`config.mk`:
```
export PLATFORM = sky130hd
export DESIGN_NAME = pulse_stretcher
export DESIGN_NICKNAME = d
export VERILOG_FILES = /design/src/rtl/pulse_stretcher.sv
export SDC_FILE = /design/constraint.sdc
export NUM_CORES = 1
export LEC_CHECK = 0
export CELL_PAD_IN_SITES_DETAIL_PLACEMENT = 2
export CELL_PAD_IN_SITES_GLOBAL_PLACEMENT = 2
export CORE_ASPECT_RATIO = 1.2
export CORE_MARGIN = 2
export CORE_UTILIZATION = 28
export DETAILED_ROUTE_END_ITERATION = 7
export PLACE_DENSITY = 0.82
export SETUP_SLACK_MARGIN = 0.5
export SLEW_MARGIN = 20
export SYNTH_ARGS = -nofsm -noshare
export SYNTH_HDL_FRONTEND = slang
export SYNTH_SLANG_ARGS = --single-unit
```
`constraint.sdc`:
```
create_clock -name CLK -period 2.2 [get_ports CLK]
set_input_delay 0.22 -clock CLK [delete_from_list [all_inputs] [get_ports CLK]]
set_output_delay 0.22 -clock CLK [all_outputs]
set_load 0.005 [all_outputs]
```
`src/rtl/pulse_stretcher.sv`:
```
// Stretches a one-cycle trigger into an OUT level held for LEN cycles, with
// optional retrigger, a forced-low gap after each pulse, abort and a DONE strobe.
module pulse_stretcher #(
    parameter int CNT_W     = 16,
    parameter bit RETRIGGER = 1'b0,
    parameter int MIN_GAP   = 0
) (
    input  logic             CLK,
    input  logic             RST,
    input  logic             TRIG,
    input  logic [CNT_W-1:0] LEN,
    input  logic             ABORT,
    output logic             OUT,
    output logic             BUSY,
    output logic             DONE
);

    localparam int GAP_W = (MIN_GAP > 1) ? $clog2(MIN_GAP) : 1;
    localparam logic [GAP_W-1:0] GAP_INIT = GAP_W'((MIN_GAP > 0) ? (MIN_GAP - 1) : 0);

    typedef enum logic [1:0] {
        S_IDLE   = 2'd0,
        S_ACTIVE = 2'd1,
        S_GAP    = 2'd2
    } state_t;

    state_t           state_q, state_d;
    logic [CNT_W-1:0] cnt_q, cnt_d;
    logic [GAP_W-1:0] gap_q, gap_d;
    logic             out_q, out_d;
    logic             busy_q, busy_d;
    logic             done_q, done_d;
    logic             trig_ok_s;

    assign trig_ok_s = TRIG && (LEN != {CNT_W{1'b0}});

    // Next-state and next-output computation
    always_comb begin
        state_d = state_q;
        cnt_d   = cnt_q;
        gap_d   = gap_q;
        out_d   = out_q;
        busy_d  = busy_q;
        done_d  = 1'b0;
        case (state_q)
            S_IDLE: begin
                if (!ABORT && trig_ok_s) begin
                    state_d = S_ACTIVE;
                    cnt_d   = LEN - {{(CNT_W-1){1'b0}}, 1'b1};
                    out_d   = 1'b1;
                    busy_d  = 1'b1;
                end else begin
                    state_d = S_IDLE;
                    out_d   = 1'b0;
                    busy_d  = 1'b0;
                end
            end
            S_ACTIVE: begin
                if (ABORT) begin
                    state_d = S_IDLE;
                    cnt_d   = {CNT_W{1'b0}};
                    gap_d   = {GAP_W{1'b0}};
                    out_d   = 1'b0;
                    busy_d  = 1'b0;
                end else if (RETRIGGER && trig_ok_s) begin
                    cnt_d   = LEN - {{(CNT_W-1){1'b0}}, 1'b1};
                    out_d   = 1'b1;
                    busy_d  = 1'b1;
                end else if (cnt_q == {CNT_W{1'b0}}) begin
                    out_d   = 1'b0;
                    done_d  = 1'b1;
                    if (MIN_GAP > 0) begin
                        state_d = S_GAP;
                        gap_d   = GAP_INIT;
                        busy_d  = 1'b1;
                    end else begin
                        state_d = S_IDLE;
                        busy_d  = 1'b0;
                    end
                end else begin
                    cnt_d   = cnt_q - {{(CNT_W-1){1'b0}}, 1'b1};
                end
            end
            S_GAP: begin
                // The last gap cycle may already launch the next pulse, so the
                // low time is exactly MIN_GAP cycles counting the DONE cycle.
                if (ABORT) begin
                    state_d = S_IDLE;
                    gap_d   = {GAP_W{1'b0}};
                    out_d   = 1'b0;
                    busy_d  = 1'b0;
                end else if (gap_q == {GAP_W{1'b0}}) begin
                    if (trig_ok_s) begin
                        state_d = S_ACTIVE;
                        cnt_d   = LEN - {{(CNT_W-1){1'b0}}, 1'b1};
                        out_d   = 1'b1;
                        busy_d  = 1'b1;
                    end else begin
                        state_d = S_IDLE;
                        out_d   = 1'b0;
                        busy_d  = 1'b0;
                    end
                end else begin
                    gap_d   = gap_q - {{(GAP_W-1){1'b0}}, 1'b1};
                    out_d   = 1'b0;
                    busy_d  = 1'b1;
                end
            end
            default: begin
                state_d = S_IDLE;
                cnt_d   = {CNT_W{1'b0}};
                gap_d   = {GAP_W{1'b0}};
                out_d   = 1'b0;
                busy_d  = 1'b0;
            end
        endcase
    end

    // State and output registers with asynchronous reset
    always_ff @(posedge CLK or posedge RST) begin
        if (RST) begin
            state_q <= S_IDLE;
            cnt_q   <= {CNT_W{1'b0}};
            gap_q   <= {GAP_W{1'b0}};
            out_q   <= 1'b0;
            busy_q  <= 1'b0;
            done_q  <= 1'b0;
        end else begin
            state_q <= state_d;
            cnt_q   <= cnt_d;
            gap_q   <= gap_d;
            out_q   <= out_d;
            busy_q  <= busy_d;
            done_q  <= done_d;
        end
    end

    assign OUT  = out_q;
    assign BUSY = busy_q;
    assign DONE = done_q;

endmodule

```
==> metrics.log <==
INFO  metric outcome = finished, violations left
INFO  metric grt_pass1_wl = approximately 11 mm
INFO  metric buffer_ports.inserted = 22
INFO  metric vias_per_cell = between 6 and 7
INFO  metric relSlewSlack = 0.459
INFO  metric number_of_antenna_violations_at_the_first_check_in_global_routing = 0
INFO  metric worstSkewPairLatency = between 0.2 and 0.3 ns
INFO  metric pwr_density_cell = around 700 nW/um^2
INFO  metric drtPass1Iterations = 4
INFO  metric post_drt_wl_per_cell = about 29 um
INFO  metric synth_edf_count = 0
INFO  metric clock.fmax = 394 MHz
INFO  metric fillerInstances = between 500 and 600
INFO  metric max_buffers_root_to_sink = 2
INFO  metric synthFlopType = dfrtp_1
INFO  metric clock_input_transition_at_the_sequential_cells_of_the_worst_setup_and_hold_paths = around 0.080 ns
INFO  metric fp.dieArea = 5550 um^2
INFO  metric dp.final_hpwl = between 4 and 5 mm
INFO  metric met1_length = 3.25 mm
INFO  metric grt_setup_unrepaired = true
INFO  metric cp-start-kind = register
INFO  metric path_cells = inv_2, ha_4, or4b_4, or3_4, o31ai_4, buf_6, and2_4, o21ai_1, nand2_1
INFO  metric antenna_cells_inserted = 0
INFO  metric floorplan.die.width = approximately 68 um
INFO  metric route.met3.wl = 526 um
INFO  metric num_rows = 28
INFO  metric netlist_area = between 1000 and 1500 um^2
INFO  metric vdd_ir_drop_max = between 0.3 and 0.4 mV
INFO  metric drtAntennaViolNets = 0
INFO  metric finalClockSkew = between 0.003 and 0.004 ns
INFO  metric synth_sequential_area_ratio = 0.324
INFO  metric routed_wl = 8.64 mm
INFO  metric max_cap_violations = 0
INFO  metric ctsRootBufferMaster = clkbuf_8
INFO  metric data_required_time_of_the_worst_path = about 2.4 ns
INFO  metric design.core.area = around 5000 um^2
INFO  metric timing.final.crit_period = roughly 2.5 ns
INFO  metric tritoncts_clock_tree = yes
INFO  metric report.final.hold_viol_count = 0
INFO  metric layout.cell_area.non_filler = about 2300 um^2
INFO  metric syn-num-nets = 189
INFO  metric grt_util_all_layers = 0.293
INFO  metric worst_setup_path_end_kind = register
INFO  metric htree_levels = 1
INFO  metric cp_data_arrival_time = ~2.8 ns
INFO  metric drtIter0Drc = between 100 and 150
INFO  metric async_reset_ff_frac = 1.00
INFO  metric ys_seq_elements = 18
INFO  metric worst-slew-pin-transition = slightly above 0.8 ns
INFO  metric min-delay-path-class = input pin to asynchronous set/reset pin
INFO  metric critical_path.slowest_cell = or4b_4
INFO  metric most_common_cell_after_layout_fill_and_taps_aside = buf_4
INFO  metric netlist_instances = 167
INFO  metric critPathMaxFanout = 6
INFO  metric max_stage_delay = between 0.4 and 0.5 ns
INFO  metric detailroute.wirelength.met2 = roughly 4.5 mm
INFO  metric die_height = 81.2 um
INFO  metric rr_worst_depth = 9
INFO  metric power.leakage = approximately 0.00094 uW
INFO  metric timing_max_transition_violations_final = 0
INFO  metric drt_drc_violations_left = 0
INFO  metric dpl-instance-area = 1940 um^2
INFO  metric area_growth_synth_to_finish = 66.2%
INFO  metric most-common-layout-cells = buf_4, clkdlybuf4s50_1, dfrtp_1
INFO  metric failed_checks = setup timing
INFO  metric ys_warn_count = 0
INFO  metric pin_count = 23
INFO  metric fin_setup_tns = -4.54 ns
INFO  metric cts_made_buffers = 3
INFO  metric routed_vias = approximately 1,800
INFO  metric global_route.overflow_total = 0
INFO  metric drive_gt1_frac = 0.394
INFO  metric num-nets-final = ~260
INFO  metric clkSinkCount = 18
INFO  metric avgSynthCellArea = about 8.3 um^2
INFO  metric kind_of_critical_path = register to register
INFO  metric gp_congestion = between 0.8 and 0.9
INFO  metric initial_utilization = 0.286
INFO  metric timing.final.setup_violations = 16
INFO  metric post_synth_cell_types = between 40 and 50
INFO  metric grt_pass1_vias = approximately 1,900
INFO  metric fin_ws = -0.337 ns
INFO  metric total_power = 1610 uW
INFO  metric cts_hold_buffers = 0
INFO  metric finalCritPeriodShare = 1.15
INFO  metric top_layer = met4
INFO  metric grt_start_max_net_pins = 19
[cell families (layout without fill, tap and decap cells)]
logic type | Yosys count | after routing | synth area share
simple gates | 70 | 73 | 0.278
compound gates | 51 | 51 | 0.250
flops | 18 | 18 | 0.324
xor+xnor | 13 | 13 | 0.0818
buf+inv | 13 | 84 | 0.0486
fa+ha+maj | 2 | 2 | 0.0180
[repair_timing]
item	CTS	global route
cloned	2	1
endpoints found under the setup margin	20	20
setup buffers	7	7
pin swaps	9	10
gates resized for setup	30	16
[synthesized netlist by cell type (2+ instances only)]
master,count,share of area
xnor2_1,7,0.044
nand4_1,2,0.0090
nand3_1,2,0.0072
a21oi_1,7,0.025
nor2_1,17,0.046
o22ai_1,6,0.027
buf_6,2,0.016
or4_4,4,0.032
dfrtp_1,18,0.32
inv_1,6,0.016
clkbuf_1,4,0.011
nand2_1,15,0.040
nor4_1,3,0.013
o31ai_1,2,0.011
o21ai_0,19,0.068
or4_1,2,0.011
ha_1,2,0.018
or3_1,6,0.027
and2_2,2,0.011
a22o_1,7,0.044
xor2_1,6,0.038
nor3_1,7,0.025
[path summary, 6_finish.rpt]
path	startpoint	to	slack, ns
worst max register to register	cnt_q[1]	cnt_q[4]	-0.34
worst min-delay path	RST	cnt_q[2]	0.39
max in group asynchronous	RST	OUT	1.25
worst max-delay path	cnt_q[1]	cnt_q[4]	-0.34
min in group CLK	cnt_q[8]	cnt_q[8]	0.55
worst min register to register	cnt_q[8]	cnt_q[8]	0.55
[state kept, by name (all words and copies together), names as in the netlist]
register,cells
DONE,1
OUT,1
cnt_q,16
[per-layer routing]
| layer | GRT usage | vias up |
|---|---|---|
| li1 | - | 772 |
| met1 | 0.340 | 915 |
| met2 | 0.517 | 114 |
| met3 | 0.0388 | 25 |
| met4 | 0.146 | 0 |
| met5 | 0 | - |
[worst max-delay path: cells and delay by family, from the launching register on]
family / cells / cell delay, ns
and+or+nand+nor: 4 / 1.17
AOI/OAI and AO/OA: 2 / 0.47
DFF: 1 / 0.42
buffers and inverters: 2 / 0.26
adders and majority gates: 1 / 0.14
[per-stage QoR]
| stage | setup WS (ns) | std cells | hold slack [ns] | utilization |
|---|---|---|---|---|
| floorplan | -0.108 | 167 | 0.159 | - |
| detailed placement | -0.407 | 280 | 0.503 | 0.399 |
| finish | -0.337 | 301 | 0.394 | 0.475 |
| global placement | -0.231 | 280 | 0.480 | 0.399 |
| CTS | -0.174 | 293 | 0.419 | 0.441 |
| global route | -0.383 | 301 | 0.452 | 0.475 |
[report_power, final]
part           internal (uW)  switching, uW
Sequential               405           82.1
Combinational            396            424
Clock                    160            145
Total                    961            652
[layout make-up]
cell class | count | area [um^2] | area share
Multi-Input combinational cell | 139 | 1050 | 0.452
Timing Repair Buffer | 74 | 662 | 0.286
Sequential cell | 18 | 452 | 0.195
Tap cell | 60 | 75.1 | 0.0325
Clock buffer | 4 | 55.1 | 0.0238
Inverter | 6 | 22.5 | 0.00974
No activity file was read; power rests on OpenSTA's default activity.
